--- src/rtl/row_col_pkg.sv ---
// Shared types, defaults and element-select helper for the row_col dot-product engine.
package row_col_pkg;

    localparam int WIDTH   = 32;
    localparam int N       = 3;
    // Upper bounds for the generic element selector; width*n must fit in MAX_VEC.
    localparam int MAX_W   = 64;
    localparam int MAX_VEC = 4096;

    typedef enum logic [1:0] {
        IDLE,
        BUSY,
        DONE
    } state_t;

    function automatic logic [MAX_W-1:0] elem_sel(input logic [MAX_VEC-1:0] vec,
                                                  input int w,
                                                  input int i);
        return MAX_W'(vec >> (i * w));
    endfunction

endpackage

--- src/rtl/row_col_mac.sv ---
// Combinational multiply-accumulate: acc + low width bits of x*y, wrapping modulo 2^width.
module row_col_mac
    import row_col_pkg::*;
#(
    parameter int width = WIDTH
) (
    input  logic [width-1:0] acc,
    input  logic [width-1:0] x,
    input  logic [width-1:0] y,
    output logic [width-1:0] sum
);

    logic [2*width-1:0] prod;

    function automatic logic [width-1:0] trunc_w(input logic [2*width-1:0] p);
        return p[width-1:0];
    endfunction

    assign prod = {{width{1'b0}}, x} * {{width{1'b0}}, y};
    assign sum  = acc + trunc_w(prod);

endmodule

--- src/rtl/row_col.sv ---
// Sequential dot product of row a and column b, one MAC per clock; done pulses with a new c.
module row_col
    import row_col_pkg::*;
#(
    parameter int width = WIDTH,
    parameter int n     = N
) (
    input  logic               clk,
    input  logic               rst,
    input  logic               start,
    input  logic [width*n-1:0] a,
    input  logic [width*n-1:0] b,
    output logic [width-1:0]   c,
    output logic               done
);

    localparam int IW = (n > 1) ? $clog2(n) : 1;
    localparam logic [IW-1:0] LAST = IW'(n - 1);

    state_t             state, state_n;
    logic               start_q;
    logic [width*n-1:0] a_q, b_q;
    logic [width-1:0]   acc;
    logic [IW-1:0]      idx;
    logic [width-1:0]   x_cur, y_cur, mac_sum;
    logic               rise, last;

    assign rise  = start & ~start_q;
    assign last  = (idx == LAST);
    assign x_cur = width'(elem_sel(MAX_VEC'(a_q), width, int'(idx)));
    assign y_cur = width'(elem_sel(MAX_VEC'(b_q), width, int'(idx)));

    row_col_mac #(.width(width)) u_mac (
        .acc (acc),
        .x   (x_cur),
        .y   (y_cur),
        .sum (mac_sum)
    );

    always_comb begin
        state_n = state;
        case (state)
            IDLE:    if (rise) state_n = BUSY;
            BUSY:    if (last) state_n = DONE;
            DONE:    state_n = IDLE;
            default: state_n = IDLE;
        endcase
    end

    // Operand registers are loaded only on a trigger, so they carry no reset.
    always_ff @(posedge clk) begin
        if (!rst) begin
            state   <= IDLE;
            start_q <= 1'b0;
            acc     <= '0;
            idx     <= '0;
            c       <= '0;
            done    <= 1'b0;
        end else begin
            start_q <= start;
            state   <= state_n;
            done    <= 1'b0;
            case (state)
                IDLE: begin
                    if (rise) begin
                        a_q <= a;
                        b_q <= b;
                        acc <= '0;
                        idx <= '0;
                    end
                end
                BUSY: begin
                    acc <= mac_sum;
                    idx <= idx + IW'(1);
                    if (last) begin
                        c    <= mac_sum;
                        done <= 1'b1;
                    end
                end
                default: ;
            endcase
        end
    end

endmodule

--- config.mk ---
export PLATFORM = sky130hd
export DESIGN_NAME = row_col
export DESIGN_NICKNAME = d
export VERILOG_FILES = /design/src/rtl/row_col_pkg.sv /design/src/rtl/row_col_mac.sv /design/src/rtl/row_col.sv
export SDC_FILE = /design/constraint.sdc
export NUM_CORES = 2
export LEC_CHECK = 0
export BUFFER_PORTS_ARGS = -buffer_cell sky130_fd_sc_hd__buf_2
export CAP_MARGIN = 10
export CORE_ASPECT_RATIO = 0.75
export CORE_UTILIZATION = 28
export CTS_CLUSTER_SIZE = 16
export DETAILED_ROUTE_END_ITERATION = 6
export HOLD_SLACK_MARGIN = 0.15
export SLEW_MARGIN = 20
export SYNTH_ARGS = -nofsm -noshare
export SYNTH_HDL_FRONTEND = slang
export SYNTH_SLANG_ARGS = --single-unit
export TNS_END_PERCENT = 30
--- constraint.sdc ---
create_clock -name clk -period 35.2 [get_ports clk]
set_input_delay 3.52 -clock clk [delete_from_list [all_inputs] [get_ports clk]]
set_output_delay 3.52 -clock clk [all_outputs]
set_load 0.02 [all_outputs]
; ---- Yosys cells after proc, flatten, opt, wreduce, memory -nomap -nowiden
; Cells that the tools add are included.
[word_totals]
regBits = 262
output_inout_bits = 33
[classes]
addsub = 2
mul = 1
n_eq_ne = 4
n_shift = 2
muxes = 8
n_bitwise = 2
reduce_logical = 7
[op_table]
columns = operator, n
row1 = 96-bit by 7-bit >> shifter with 32-bit output, 2
row2 = 32-bit case mux with 2 select lines, 1
row3 = 32-bit adder, 1
row4 = 32-bit by 32-bit multiplier with 32-bit output, 1
row5 = 32-bit two-way mux, 1
row6 = 2-bit case mux with 2 select lines, 2
row7 = 2-bit AND reduction, 4
row8 = 2-bit two-way mux, 3
row9 = 2-bit != test (second input constant), 2
row10 = 3-bit AND reduction, 1
row11 = 2-bit by 1-bit adder with 2-bit output (second input constant), 1
row12 = 2-bit by 1-bit == test with 1-bit output (second input constant), 1
row13 = 2-bit == test (second input constant), 1
row14 = 2-bit logical NOT, 1
row15 = 2-bit nonzero test, 1
row16 = 1-bit AND, 1
row17 = 1-bit two-way mux, 1
row18 = 1-bit inverter, 1

; ---- Logic depth before layout (Yosys ltp)
[logic_depth]
word_depth = 4
depth_mapped = 36
mapped_depth_nobuf = 30

; ---- Hierarchy
; From an unflattened synthesis, not the netlist that was laid out.
[unflattened]
hier_cells = 2439
area_unflattened_um2 = 26130.1
[modules_own_cells]
columns = module, instances, cells_each, area_each_um2, seq_area_each_um2
row1 = row_col_mac, 1, 1863, 16863.7, 0.0
row2 = row_col, 1, 576, 9266.4, 7166.9

; ---- Worst setup path before layout
; OpenSTA, ideal clock, no wires.
[synth_timing]
kind = input to register
from = input port rst
to = register a_q[0], enable pin
t_arrival_ns = 16.745
setup_slack_ns = 17.474
stages = 3
cell_sequence = clkbuf_1 nand2b_1 nor3_1
[synth_between]
elab_chain_len = 1
[synth_lines]
columns = item, line
row1 = from (decl), row_col.sv:9  ; input logic rst,
row2 = 3-bit AND reduction (no source line), --
row3 = to (signal assigned), row_col.sv:66  ; a_q <= a;
row4 = to (decl), row_col.sv:22  ; logic [width*n-1:0] a_q, b_q;
; Every way passes these cells.
; A chain may end at the register's enable or synchronous reset.

; ---- Worst setup path in the final report
[layout_timing]
from = register idx[1]
to = register c[30]
[layout_between]
elab_chain_len = 3
elab_cells_between_ends = 6
[layout_lines]
columns = item, line
row1 = from (decl), row_col.sv:24  ; logic [IW-1:0] idx;
row2 = from (signal assigned), row_col.sv:74  ; idx <= idx + IW'(1);
row3 = 96-bit by 7-bit >> shifter with 32-bit output, row_col_pkg.sv:19  ; return MAX_W'(vec >> (i * w));
row4 = 32-bit by 32-bit multiplier with 32-bit output, row_col_mac.sv:19  ; assign prod = {{width{1'b0}}, x} * {{width{1'b0}}, y};
row5 = 32-bit adder, row_col_mac.sv:20  ; assign sum = acc + trunc_w(prod);
row6 = to (signal assigned), row_col.sv:76  ; c <= mac_sum;
row7 = to (decl), row_col.sv:13  ; output logic [width-1:0] c,
; Several ways; a longest one is shown, not always the timed one.

==> results by group <==
Run status
  – Status: finished with violations
  – Failing checks: DRC

GRT
  – Vias in the first global route: 19400
  – Largest net degree at the start of global routing: 84
  – First-pass GRT wire length: 121000 microns
  – GRT Total Usage: 17.1%
  – Grt total ovfl: 0
  – Initial antenna violation count: 6

Yosys
  – Syn avg cell area: 10.2 sq um
  – EDFF count, synth: 192
  – Netlist Area Pre-Place: 26200 sq um
  – Dominant cells by area after synthesis: fa_1 34%, edfxtp_1 22%, inv_1 7.3%
  – Net Count, Synth: 3322
  – Top-count cell post-synth: inv_1
  – Synth Flop Type: edfxtp_1
  – Yosys cell types: 64
  – Top-area cell type share of the netlist area: 33.5%
  – Post-Synthesis Cells: 2564
  – FFs w/ async S/R, synth: 0%
  – Syn. warnings: 0
  – Seq cells post-synth: 262
  – Synth top cells by count: 507 x inv_1, 438 x fa_1, 392 x nor2_1
  – Register area share after synthesis: 27.4%
  – Area leader, netlist: fa_1

Place
  – # port buffers: 227
  – Dpl hpwl: 64900 microns
  – Final RePlAce weighted congestion: 0.945

Setup path
  – Reg2reg end: c[30]
  – Setup crit start kind: flip-flop
  – Setup CP Type: reg -> reg
  – R2r startpoint: idx[1]
  – Arr. time, crit path: 10.46 ns
  – R2R cell count: 25
  – CP Capture Type: flip-flop
  – Required time of the critical path: 35.67 ns
  – Setup slack, reg-to-reg: 25.21 ns
  – Crit path max fanout: 72

Route
  – ANT nets after route: 0
  – Via count: 18600
  – Drt wl/cell: 19.7 microns
  – 1st-pass router iterations: 7
  – Initial DRC count: 1899
  – DRC errors left: 1
  – Routed Wire Length: 79200 microns
  – Via density: 4.63

Floorplanning
  – Initial core utilization: 28.4%
  – Std cell rows: 96
  – Ports: 228
  – Chip height: 267 microns
  – Die span in x: 355 microns
  – Core area: 92000 sq um
  – Die area: 94700 sq um

Finish
  – Layout cells sized above 1: 13.5%
  – Final #Nets: 3527
  – Layout area overhead: 12.9%

Clock network
  – H-Tree Depth: 1
  – CTS tree: yes
  – CTS Buffer Depth: 3
  – Clk_lat worst skew: 0.58 ns
  – Worst-path clk slew: 0.07 ns
  – Clock root buffer: clkbuf_16
  – Setup bufs post-CTS: 0
  – Post-cts resize count: 0
  – CTS buffer count: 24
  – CTS Sinks: 262
  – Hold Buf Count CTS: 0

STA
  – Worst hold margin: 0.460 ns
  – Final setup violation count: 0
  – Final Max Tran Viols: 0
  – Rel. slew slack: 23.4%
  – Worst-margin pin slew: 1.14 ns
  – Final hold vios: 0
  – Fin crit share: 28.4%
  – Setup tns final: 0 ns
  – Fmax: 100 MHz
  – Min Tclk post-route: 9.99 ns
  – Worst Clk Skew: 0.0104 ns
  – RSZ-0062 raised after global routing: no

Run
  – Max cap viols: 0

Worst hold path
  – WHS Endpoint: c[12]
  – Tightest Hold Check Type: reg -> reg
  – Hold Path Origin: c[12]
  – Worst hold path depth: 2
-- state kept, by name, indices dropped and copies added, names as in the netlist --
register / flops
a_q: 96
acc: 32
b_q: 96
c: 32
done: 1
idx: 2
start_q: 1
state: 2
-- stage by stage --
stage | std cells | setup slack [ns] | util (%) | area, sq um
after global placement | 3968 | 25.51 | 31.3 | 28800
after floorplan | 2564 | 17.47 | - | 26200
after global routing | 4011 | 24.83 | 32.1 | 29500
after CTS | 4009 | 25.41 | 32.1 | 29500
final | 4011 | 25.21 | 32.1 | 29500
after detailed placement | 3968 | 25.43 | 31.3 | 28800
-- final cells by class --
type / count / area [sq um]
fillers: 9523 / 62500
multi-input cells: 1691 / 16700
flip-flops and latches: 262 / 7170
inverters: 507 / 1900
repair buffers: 283 / 1560
well taps: 1225 / 1530
clock buffers: 28 / 616
clock inverters: 13 / 96.3
diodes: 2 / 5.00
-- placed cells by master, fill, tap and decap left out, drive strengths merged, types with 3 or more instances in the layout --
master / count
o2bb2ai: 33
nor2b: 33
edfxtp: 192
inv: 508
o31ai: 3
mux2i: 65
dfxtp: 70
ha: 125
nand2: 249
nor2: 392
xnor2: 65
a21oi: 74
a21boi: 24
a31oi: 3
o211a: 3
clkinv: 10
nand2b: 16
or2: 15
o21ai: 21
xor2: 18
o21a: 6
a2bb2oi: 8
xnor3: 3
fa: 438
buf: 283
nand3: 8
a21o: 27
clkbuf: 28
o21bai: 4
a22oi: 26
and2: 9
-- critical path, stage by stage (launching register included) --
cell	delay (ns)
dfxtp_4	0.63
and2b_4	0.60
buf_4	0.78
o2bb2ai_1	0.49
nand2_1	0.19
fa_1	0.52
fa_1	0.55
inv_1	0.05
fa_1	0.47
inv_1	0.06
fa_1	0.52
inv_1	0.05
fa_1	0.48
fa_1	0.59
fa_1	0.45
fa_1	0.49
ha_1	0.43
nand4_1	0.20
or3_1	0.48
nor4_1	0.74
o2111ai_1	0.22
nand4b_1	0.21
a31oi_1	0.12
xor2_1	0.22
o21ai_0	0.10
and2_1	0.16
-- cells by family after synthesis --
logic type | share of synthesized area, %
AND/OR/NAND/NOR | 11.4
buffers and inverters | 9.18
adder cells (fa/ha/maj) | 39.5
flip-flops | 27.4
AO/OA/AOI/OAI | 6.83
XOR/XNOR | 3.12
multiplexers | 2.59
-- per-layer routing --
layer	track usage, %	wire length [microns]	vias to the layer above
met2	24.2	31600	884
met1	24.9	35900	9269
met5	0	16	-
met4	4.01	2160	4
met3	5.61	9470	127
li1	-	-	8302
-- worst max path at each step --
stage,startpoint,slack [ns],cells after the start,endpoint
final,idx[1],25.21,25,c[30]
after detailed placement,idx[1],25.43,26,c[28]
after floorplan,rst,17.47,3,a_q[0]
after global routing,idx[1],24.83,26,c[30]
after CTS,idx[1],25.41,24,c[28]
after global placement,idx[0],25.51,26,c[28]
Power is left out: the tool's default activity adds up to more than one toggle a clock period on the data nets, which glitch-free logic cannot reach.
